`src/rtl/spi_px_master_pkg.sv`:
```
// Shared types, defaults and helpers for the gray/Sobel pixel SPI link.
// Both the initiator and the slave side import this package.
package spi_px_master_pkg;

    localparam int MAX_PIXEL_BITS     = 24;
    localparam int SPI_MASTER_CLK_DIV = 4;
    localparam int SPI_MASTER_CS_GAP  = 8;

    typedef enum logic [2:0] {
        ST_IDLE,
        ST_SETUP,
        ST_HIGH,
        ST_LOW,
        ST_HOLD,
        ST_GAP
    } spi_master_state_t;

    // Low byte travels first; the mapping is its own inverse.
    function automatic logic [23:0] swap_bytes24(input logic [23:0] word);
        return {word[7:0], word[15:8], word[23:16]};
    endfunction

endpackage

```
`src/rtl/spi_px_master_sck_gen.sv`:
```
// Half-period timer: phase_end pulses on the last cycle of every CLK_DIV-cycle
// SCK phase while enabled; the count restarts on every phase boundary.
module spi_px_master_sck_gen #(
    parameter int CLK_DIV = 4
) (
    input  logic clk,
    input  logic nreset,
    input  logic en,
    input  logic clr,
    output logic phase_end
);

    localparam int CW = $clog2(CLK_DIV);

    logic [CW-1:0] cnt;

    assign phase_end = en && (cnt == CW'(CLK_DIV - 1));

    always_ff @(posedge clk) begin
        if (!nreset || clr || !en || phase_end) begin
            cnt <= '0;
        end else begin
            cnt <= cnt + 1'b1;
        end
    end

endmodule

```
`src/rtl/spi_px_master.sv`:
```
// SPI mode-0 initiator: sends one byte-swapped gray pixel per chip-select frame
// and returns the Sobel word clocked back from the slave as a one-cycle strobe.
module spi_px_master
    import spi_px_master_pkg::*;
#(
    parameter int WORD_SIZE = MAX_PIXEL_BITS,
    parameter int CLK_DIV   = SPI_MASTER_CLK_DIV,
    parameter int CS_GAP    = SPI_MASTER_CS_GAP
) (
    input  logic                 clk_i,
    input  logic                 nreset_i,
    input  logic [WORD_SIZE-1:0] px_i,
    input  logic                 px_valid_i,
    output logic                 px_ready_o,
    output logic [WORD_SIZE-1:0] result_o,
    output logic                 result_valid_o,
    output logic                 busy_o,
    output logic                 spi_sck_o,
    output logic                 spi_sdo_o,
    input  logic                 spi_sdi_i,
    output logic                 spi_cs_o
);

    localparam int BIT_W    = $clog2(WORD_SIZE);
    // Last SCK fall to CS rise: flushes the final MISO bit through the
    // synchroniser and leaves the slave a full half-period of CS hold.
    localparam int HOLD_LEN = 2 * CLK_DIV + 1;
    localparam int WAIT_MAX = (HOLD_LEN > CS_GAP) ? HOLD_LEN : CS_GAP;
    localparam int WAIT_W   = $clog2(WAIT_MAX);

    function automatic logic [WORD_SIZE-1:0] swap_bytes(input logic [WORD_SIZE-1:0] word);
        logic [WORD_SIZE-1:0] res;
        res = '0;
        for (int b = 0; b < WORD_SIZE / 8; b++) begin
            res[8*b +: 8] = word[WORD_SIZE-8-8*b +: 8];
        end
        return res;
    endfunction

    spi_master_state_t     state;
    logic [BIT_W-1:0]      bit_cnt;
    logic [WAIT_W-1:0]     wait_cnt;
    logic [WORD_SIZE-1:0]  tx_sr;
    logic [WORD_SIZE-1:0]  rx_sr;
    logic [WORD_SIZE-1:0]  px_swapped;
    logic                  sdi_meta;
    logic                  sdi_sync;
    logic                  accept;
    logic                  sck_en;
    logic                  phase_end;

    assign px_swapped = swap_bytes(px_i);
    assign accept     = (state == ST_IDLE) && px_valid_i && px_ready_o;
    assign sck_en     = (state == ST_SETUP) || (state == ST_HIGH) || (state == ST_LOW);

    spi_px_master_sck_gen #(
        .CLK_DIV(CLK_DIV)
    ) u_sck_gen (
        .clk      (clk_i),
        .nreset   (nreset_i),
        .en       (sck_en),
        .clr      (accept),
        .phase_end(phase_end)
    );

    // MISO is asynchronous to clk_i.
    always_ff @(posedge clk_i) begin
        sdi_meta <= spi_sdi_i;
        sdi_sync <= sdi_meta;
    end

    always_ff @(posedge clk_i) begin
        if (!nreset_i) begin
            state          <= ST_IDLE;
            spi_cs_o       <= 1'b1;
            spi_sck_o      <= 1'b0;
            spi_sdo_o      <= 1'b0;
            px_ready_o     <= 1'b0;
            result_o       <= '0;
            result_valid_o <= 1'b0;
            busy_o         <= 1'b0;
            bit_cnt        <= '0;
            wait_cnt       <= '0;
        end else begin
            result_valid_o <= 1'b0;
            case (state)
                ST_IDLE: begin
                    px_ready_o <= 1'b1;
                    if (accept) begin
                        tx_sr      <= px_swapped;
                        spi_sdo_o  <= px_swapped[WORD_SIZE-1];
                        bit_cnt    <= '0;
                        spi_cs_o   <= 1'b0;
                        px_ready_o <= 1'b0;
                        busy_o     <= 1'b1;
                        state      <= ST_SETUP;
                    end
                end
                ST_SETUP: begin
                    if (phase_end) begin
                        spi_sck_o <= 1'b1;
                        state     <= ST_HIGH;
                    end
                end
                ST_HIGH: begin
                    if (phase_end) begin
                        spi_sck_o <= 1'b0;
                        rx_sr     <= {rx_sr[WORD_SIZE-2:0], sdi_sync};
                        if (bit_cnt == BIT_W'(WORD_SIZE - 1)) begin
                            wait_cnt <= '0;
                            state    <= ST_HOLD;
                        end else begin
                            bit_cnt   <= bit_cnt + 1'b1;
                            tx_sr     <= {tx_sr[WORD_SIZE-2:0], 1'b0};
                            spi_sdo_o <= tx_sr[WORD_SIZE-2];
                            state     <= ST_LOW;
                        end
                    end
                end
                ST_LOW: begin
                    if (phase_end) begin
                        spi_sck_o <= 1'b1;
                        state     <= ST_HIGH;
                    end
                end
                ST_HOLD: begin
                    if (wait_cnt == WAIT_W'(HOLD_LEN - 1)) begin
                        spi_cs_o       <= 1'b1;
                        spi_sdo_o      <= 1'b0;
                        result_o       <= swap_bytes(rx_sr);
                        result_valid_o <= 1'b1;
                        wait_cnt       <= '0;
                        state          <= ST_GAP;
                    end else begin
                        wait_cnt <= wait_cnt + 1'b1;
                    end
                end
                ST_GAP: begin
                    if (wait_cnt == WAIT_W'(CS_GAP - 1)) begin
                        busy_o     <= 1'b0;
                        px_ready_o <= 1'b1;
                        wait_cnt   <= '0;
                        state      <= ST_IDLE;
                    end else begin
                        wait_cnt <= wait_cnt + 1'b1;
                    end
                end
                default: state <= ST_IDLE;
            endcase
        end
    end

endmodule
```
`config.mk`:
```
export PLATFORM = sky130hd
export DESIGN_NAME = spi_px_master
export DESIGN_NICKNAME = d
export VERILOG_FILES = /design/src/rtl/spi_px_master_pkg.sv /design/src/rtl/spi_px_master_sck_gen.sv /design/src/rtl/spi_px_master.sv
export SDC_FILE = /design/constraint.sdc
export NUM_CORES = 1
export LEC_CHECK = 0
export ABC_AREA = 1
export CAP_MARGIN = 15
export CORE_MARGIN = 2
export CORE_UTILIZATION = 50
export DETAILED_ROUTE_END_ITERATION = 8
export GPL_TIMING_DRIVEN = 1
export HOLD_SLACK_MARGIN = 0.03
export PLACE_DENSITY = 0.75
export SLEW_MARGIN = 20
export SYNTH_ARGS = -nofsm -noshare
export SYNTH_HDL_FRONTEND = slang
export SYNTH_HIERARCHICAL = 1
export SYNTH_SLANG_ARGS = --single-unit
export TNS_END_PERCENT = 5
```
`constraint.sdc`:
```
create_clock -name clk_i -period 3.9 [get_ports clk_i]
set_input_delay 0.78 -clock clk_i [delete_from_list [all_inputs] [get_ports clk_i]]
set_output_delay 0.78 -clock clk_i [all_outputs]
set_load 0.005 [all_outputs]
```
==> flow_metrics.tcl, run 1 <==
set metrics [dict create \
    dieWidth_um 90.2 \
    route.detailed.drc 0 \
    hold_class "flop to flop" \
    arrival_ns 2.89 \
    finalCritPeriodShare_pct 74.6 \
    ys_ff_latch 93 \
    initial_core_util_pct 51.5 \
    worstSkewPairLatency_ns 0.36 \
    gp_congestion 0.865 \
    cp-end-kind "flop" \
    fin_skew_ns 0.00736 \
    avgSynthCellArea_um2 9.38 \
    clock_path_buffers 2 \
    p_sw_mw 0.738 \
    top_level_ports 58 \
    layout_common_cells "nand2_1, nor2_1, clkdlybuf4s50_1, edfxtp_1, dfxtp_1" \
    critPathSlowestCell "inv_1" \
    die_y_um 90.2 \
    synth_nets 428 \
    viasPerCell 4.92 \
    crit_chain "nor2_2 -> nand2_2 -> inv_2 -> nand2_1 -> nand2_1 -> nand3_1 -> inv_1" \
    rows 31 \
    finalSetupViolations 0 \
    synth_area_mm2 0.00372 \
    grt_pass1_vias 2647 \
    layout.nets 485 \
    cts-root-buf "clkbuf_8" \
    clk_pin_slew_ns 0.09 \
    first_iter_violations 198 \
    fmax_mhz 344 \
    synth_cell_type_count 26 \
    p_int_mw 1.64 \
    final_util_pct 63.1 \
    final_common_cell "nand2_1" \
    p_comb_share_pct 20.3 \
    max_slew_margin_pct 42.7 \
    status "completed" \
    setup_tns_ns 0 \
    path_class "flop to flop" \
    fin_crit_ns 2.91 \
    post_cts_buffers 0 \
    post_dp_cell_area_mm2 0.00434 \
    firstDrtPassIters 4 \
    die_area_mm2 0.00814 \
    overflow 0 \
    vdd_drop_max_v 0.000318 \
    final_area_mm2 0.00455 \
    swShare_pct 31.0 \
    hold_buffers 0 \
    ant_nets 0 \
    detail_route.wl_per_cell_um 12.5 \
    p_seq_share_pct 51.5 \
    slew_violations 0 \
    cap_violations 0 \
    required_ns 3.88 \
    critical_path.max_fanout 29 \
    grt_pass1_wl_um 11600 \
    vias 2740 \
    cp-start-kind "flop" \
    cpMostUsedCell "nand2_1" \
    power.density_mw_per_mm2 523 \
    antenna_found_initial 0 \
    leakagePower_nw 1.89 \
    cts_made_buffers 9 \
    ctsResizeCount 0 \
    cts_tree "yes" \
    cts.sinks 93 \
    synth_seq_area_share_pct 62.8 \
    syn_inst 396 \
    fin_hold_ws_ns 0.334 \
    final.fill_count 617 \
    diodes 0 \
    hold_viol 0 \
    yosysWarnings 6 \
    grt_max_degree 34 \
    layout-drive-gt1-share_pct 8.30 \
    grt_use_total_pct 17.8 \
    cts_htree_levels 3 \
    max_stage_delay_ns 0.65 \
    io_buffers 57 \
    worst_slew_pin_slew_ns 0.859 \
    clock_power_share_pct 28.2 \
    worst-path-buf-inv 2 \
    drt-total-wl_um 6970 \
    rrSetupSlack_ns 0.99 \
    cp_top_family "buffers and inverters" \
    rsz0062_at_grt "false" \
    core_area_mm2 0.00721 \
    synthToLayoutAreaGrowth_pct 22.6 \
    place_hpwl_um 4610 \
]
==> power groups by stage <==
stage	Clock (mW)	Combinational, mW	Sequential [mW]
after floorplan	0	0.371	1.23
after global placement	0	0.471	1.24
after detailed placement	0	0.483	1.25
after CTS	0.691	0.486	1.23
after global routing	0.728	0.557	1.24
final	0.672	0.484	1.23
==> path summary, 6_finish.rpt <==
check | start | end | cells after the start
hold / removal | sdi_meta$_DFF_P_ | sdi_sync$_DFF_P_ | 0
setup / recovery | state[2]$_SDFFE_PN0P_ | tx_sr[20]$_DFFE_PP_ | 7
hold reg to reg | sdi_meta$_DFF_P_ | sdi_sync$_DFF_P_ | 0
setup reg to reg | state[2]$_SDFFE_PN0P_ | tx_sr[20]$_DFFE_PP_ | 7
==> through the flow <==
step	power (mW)	setup WS [ns]	instances
after floorplan	1.60	0.814	396
after global placement	1.71	1.03	541
after detailed placement	1.73	0.987	541
after CTS	2.40	0.983	557
after global routing	2.53	0.653	557
final	2.38	0.990	557
==> cell usage after synthesis <==
cell type | instances | share of area [%]
clkbuf_1 | 4 | 0.40
a21oi_2 | 1 | 0.24
clkinv_1 | 1 | 0.10
nor2_8 | 1 | 0.54
buf_2 | 4 | 0.54
buf_4 | 1 | 0.20
nor3_1 | 6 | 0.81
nand2_1 | 121 | 12
a21oi_1 | 10 | 1.3
dfxtp_1 | 46 | 25
o211a_1 | 1 | 0.27
ha_1 | 4 | 1.3
inv_1 | 20 | 2.0
nor2_2 | 4 | 0.67
nand2_2 | 3 | 0.51
nor2_4 | 3 | 0.91
edfxtp_1 | 47 | 38
o21ai_1 | 5 | 0.67
o21ai_0 | 20 | 2.7
nor2_1 | 58 | 5.9
nand3_1 | 21 | 2.8
inv_2 | 5 | 0.51
nand4_1 | 2 | 0.34
nand3_2 | 2 | 0.54
xnor2_1 | 2 | 0.47
buf_6 | 4 | 1.2
==> final cells by class <==
type,count,area (um^2),share of cell area [%]
clock buffers,9,124,2.72
clock inverters,7,87.6,1.92
inverters,26,97.6,2.14
multi-input cells,264,1200,26.4
flip-flops and latches,93,2330,51.2
well taps,99,124,2.72
repair buffers,59,586,12.9
==> cell families after synthesis <==
| kind of cell | share of synthesized area (%) |
|---|---|
| DFF | 62.8 |
| xor gates and xnor gates | 0.471 |
| buffers and inverters | 4.98 |
| AOI/OAI and AO/OA | 5.22 |
| and+or+nand+nor | 25.2 |
| adders and majority gates | 1.35 |
==> flip-flops by register name, indices dropped and copies added (netlist names) <==
register and flops:
busy_o 1, result_o 24, state 3, tx_sr 23, spi_sck_o 1, u_sck_gen/cnt 2, spi_sdo_o 1, sdi_meta 1
px_ready_o 1, wait_cnt 4, rx_sr 24, bit_cnt 5, spi_cs_o 1, result_valid_o 1, sdi_sync 1
==> per-layer routing <==
layer,vias up,global-route usage [%],part of all wire (%)
met2,66,27.9,47
met3,10,3.27,4.0
met1,1265,23.9,47
li1,1399,-,-
met5,-,0,0
met4,0,8.59,1.8
Note: power is estimated with default switching activity, not from simulation.
==> run 2, diff against run 1 <==
CORE_UTILIZATION = 48   (was 50)
clock period = 2.6 ns   (was 3.9 ns; I/O delays follow)
==> flow_metrics.tcl, run 2 (synthesis gave the netlist of run 1 again) <==
set metrics [dict create \
    cts_tree "yes" \
    gp_congestion 0.857 \
    final_common_cell "nand2_1" \
    grt_max_degree 35 \
    path_class "flop to flop" \
    fin_crit_ns 2.04 \
    layout-drive-gt1-share_pct 8.89 \
    finalSetupViolations 0 \
    p_sw_mw 1.12 \
    antenna_found_initial 0 \
    post_cts_buffers 0 \
    layout_common_cells "nand2_1, nor2_1, clkdlybuf4s50_1, edfxtp_1, dfxtp_1" \
    ant_nets 0 \
    slew_violations 0 \
    top_level_ports 58 \
    initial_core_util_pct 48.8 \
    first_iter_violations 190 \
    cts-root-buf "clkbuf_8" \
    grt_pass1_vias 2585 \
    final_util_pct 60.8 \
    io_buffers 57 \
    vdd_drop_max_v 0.000391 \
    diodes 0 \
    p_int_mw 2.60 \
    setup_slack_ns 0.557 \
    hold_buffers 0 \
    dieWidth_um 92.0 \
    fmax_mhz 489 \
    rows 32 \
    final_area_mm2 0.00463 \
    grt_pass1_wl_um 11500 \
    drt-total-wl_um 7010 \
    vias 2761 \
    clock_path_buffers 2 \
    power.density_mw_per_mm2 804 \
    synthToLayoutAreaGrowth_pct 24.5 \
    core_area_mm2 0.00761 \
    cts_made_buffers 9 \
    detail_route.wl_per_cell_um 12.4 \
    status "completed" \
    clk_pin_slew_ns 0.09 \
    cp-end-kind "flop" \
    leakagePower_nw 1.91 \
    hold_viol 0 \
    grt_use_total_pct 17.1 \
    finalCritPeriodShare_pct 78.6 \
    route.detailed.drc 0 \
    ctsResizeCount 0 \
    worstSkewPairLatency_ns 0.36 \
    firstDrtPassIters 4 \
    fin_skew_ns 0.0103 \
    p_seq_share_pct 49.4 \
    required_ns 2.66 \
    die_y_um 92.0 \
    layoutNonFillerInstCount 563 \
    dpl_worst_slack_ns 0.384 \
    critical_path.max_fanout 23 \
    p_comb_share_pct 20.9 \
    swShare_pct 30.0 \
    post_dp_cell_area_mm2 0.00439 \
    rsz0062_at_grt "false" \
    arrival_ns 2.11 \
    clock_power_share_pct 29.6 \
    setup_tns_ns 0 \
    place_hpwl_um 4670 \
    max_slew_margin_pct 72.3 \
    overflow 0 \
    top_regs "result_o x24, rx_sr x24, tx_sr x23" \
    die_area_mm2 0.00846 \
    cts.sinks 93 \
    layout.nets 488 \
    dp.cells 547 \
    worst_slew_pin_slew_ns 0.415 \
    hold_class "flop to flop" \
    cap_violations 0 \
    cts_htree_levels 3 \
    cp-start-kind "flop" \
    viasPerCell 4.90 \
]
-- run 2: worst max-delay path, cell delays in order, from the launching register on --
cell,delay [ns]
dfxtp_1,0.52
nor2_2,0.11
nor2_1,0.13
nand2_1,0.07
inv_1,0.20
o21ai_0,0.13
inv_1,0.15
nand3_1,0.11
inv_1,0.12
buf_12,0.18
-- run 2: final cells by class --
| type | instances | area (um^2) |
|---|---|---|
| clock buffer | 11 | 174 |
| clock inverter | 5 | 66.3 |
| fill | 640 | 2980 |
| inverter | 26 | 97.6 |
| multi-input combinational | 264 | 1210 |
| sequential | 93 | 2330 |
| tap | 102 | 128 |
| timing repair buffer | 62 | 621 |
-- run 2: worst paths after layout --
check | start | end | slack, ns | cells past startpoint
hold reg to reg | sdi_meta$_DFF_P_ | sdi_sync$_DFF_P_ | 0.34 | 0
hold / removal | sdi_meta$_DFF_P_ | sdi_sync$_DFF_P_ | 0.34 | 0
setup reg to reg | state[0]$_SDFFE_PN0P_ | tx_sr[16]$_DFFE_PP_ | 0.56 | 9
setup / recovery | state[0]$_SDFFE_PN0P_ | tx_sr[16]$_DFFE_PP_ | 0.56 | 9
-- run 2: power by group through the flow --
| stage | sequential (mW) | clock, mW | combinational [mW] |
|---|---|---|---|
| 4_1_cts | 1.84 | 1.13 | 0.783 |
| 3_3_place_gp | 1.87 | 0 | 0.758 |
| 3_5_place_dp | 1.87 | 0 | 0.775 |
| 5_1_grt | 1.86 | 1.18 | 0.877 |
| 2_1_floorplan | 1.85 | 0 | 0.556 |
| 6_report | 1.84 | 1.10 | 0.779 |
-- run 2: metal layers --
metal	share of wire (%)	track usage (%)	vias up
met2	48	27.5	71
li1	-	-	1410
met3	4.4	4.68	9
met4	1.4	5.10	0
met5	0	0	-
met1	46	22.9	1271
-- run 2: through the flow --
stage               power (mW)  hold WS [ns]
floorplan                 2.40         0.310
global placement          2.62         0.311
detailed placement        2.65         0.319
CTS                       3.75         0.347
global route              3.92         0.358
finish                    3.72         0.340
==> run 3, diff against run 2 <==
clock period = 1.7 ns   (was 2.6 ns; I/O delays follow)
==> flow_metrics.tcl, run 3 (synthesis gave the netlist of run 1 again) <==
set metrics [dict create \
    finalCritPeriodShare_pct 99.4 \
    fin_skew_ns 0.0132 \
    route.detailed.drc 0 \
    cts_tree "yes" \
    viasPerCell 4.93 \
    top_level_ports 58 \
    cts.sinks 93 \
    critical_path.max_fanout 6 \
    cts-root-buf "clkbuf_8" \
    final_util_pct 64.2 \
    grt_use_met1_pct 25.2 \
    dieWidth_um 92.0 \
    grt-busiest-layer "met2" \
    rsz0062_at_grt "true" \
    cts_htree_levels 3 \
    hold_class "flop to flop" \
    leakagePower_nw 2.03 \
    worst-path-buf-inv 3 \
    finalSetupViolations 0 \
    crit_chain "nor2_4 -> nor2_2 -> nand2_1 -> inv_2 -> buf_6 -> nand3_4 -> nor3_4 -> clkbuf_16" \
    clock_path_buffers 2 \
    io_buffers 57 \
    layout.nets 513 \
    ant_nets 0 \
    firstDrtPassIters 4 \
    setup_tns_ns 0 \
    cp_top_family "simple AND/OR/NAND/NOR gates" \
    slew_violations 0 \
    drt-total-wl_um 7460 \
    layout-drive-gt1-share_pct 16.0 \
    gp_congestion 0.913 \
    arrival_ns 1.78 \
    status "completed" \
    power.density_mw_per_mm2 1180 \
    cp-start-kind "flop" \
    clk_pin_slew_ns 0.10 \
    max_slew_margin_pct 77.9 \
    core_area_mm2 0.00761 \
    grt_max_degree 28 \
    final_common_cell "nand2_1" \
    die_area_mm2 0.00846 \
    diodes 0 \
    critPathSlowestCell "dfxtp_4" \
    top_regs "result_o x24, rx_sr x24, tx_sr x23" \
    fmax_mhz 592 \
    vias 2896 \
    initial_core_util_pct 48.8 \
    vdd_drop_max_v 0.000660 \
    die_y_um 92.0 \
    required_ns 1.79 \
    hold_viol 0 \
    max_stage_delay_ns 0.39 \
    hold_buffers 0 \
    rows 32 \
    grt_pass1_vias 2675 \
    first_iter_violations 183 \
    grtUsageMet2_pct 28.1 \
    use_met3_pct 3.20 \
    cp-end-kind "flop" \
    worst_slew_pin_slew_ns 0.331 \
    synthToLayoutAreaGrowth_pct 31.4 \
    path_class "flop to flop" \
    fin_crit_ns 1.69 \
    grt_pass1_wl_um 12200 \
    place_hpwl_um 4980 \
    overflow 0 \
    detail_route.wl_per_cell_um 12.7 \
    grt_use_total_pct 18.3 \
    layout_common_cells "nand2_1, nor2_1, clkdlybuf4s50_1, edfxtp_1, dfxtp_1" \
    worstSkewPairLatency_ns 0.36 \
    cap_violations 0 \
    cts_made_buffers 9 \
    antenna_found_initial 0 \
]
run 3: worst paths after layout:
kind                                       startpoint                  end  slack, ns  cells past startpoint
worst min-delay path                 sdi_meta$_DFF_P_     sdi_sync$_DFF_P_       0.35                      0
worst min register to register       sdi_meta$_DFF_P_     sdi_sync$_DFF_P_       0.35                      0
worst max register to register  state[1]$_SDFFE_PN0P_  rx_sr[21]$_DFFE_PP_       0.01                      8
worst max-delay path            state[1]$_SDFFE_PN0P_  rx_sr[21]$_DFFE_PP_       0.01                      8
run 3: power breakdown:
part	switching (mW)	total [mW]	internal, mW
clock	0.823	1.47	0.642
combinational	0.869	1.50	0.628
sequential	0.121	2.80	2.68
run 3: final cells by class:
class / instances / area (um^2)
clock buffers: 10 / 149
flip-flops and latches: 93 / 2340
well taps: 102 / 128
inverters: 26 / 108
clock inverters: 6 / 47.5
repair buffers: 87 / 858
fillers: 605 / 2720
multi-input cells: 264 / 1250
run 3: layer usage:
layer  up-vias  share of wire [%]
li1       1453                  -
met1      1359                 47
met2        72                 47
met3        12                3.7
met4         0                2.3
met5         -                  0
run 3: timing repair:
| item | in CTS | in global routing |
|---|---|---|
| cloned | 0 | 2 |
| hold endpoints to repair | 0 | 0 |
| gates resized for setup | 2 | 10 |
| endpoints found under the setup margin | 23 | 72 |
| setup buffers | 0 | 5 |
| pin swaps | 0 | 3 |
run 3: through the flow:
step	hold WS [ns]	area, um^2	setup slack [ns]	power (mW)	cells
6_report	0.350	4880	0.0109	5.77	588
3_5_place_dp	0.323	4570	-0.281	4.23	565
2_1_floorplan	0.310	3750	-0.188	3.71	396
3_3_place_gp	0.313	4570	-0.268	4.18	565
5_1_grt	0.355	4880	-0.0328	6.09	588
4_1_cts	0.351	4780	0.0171	5.71	581
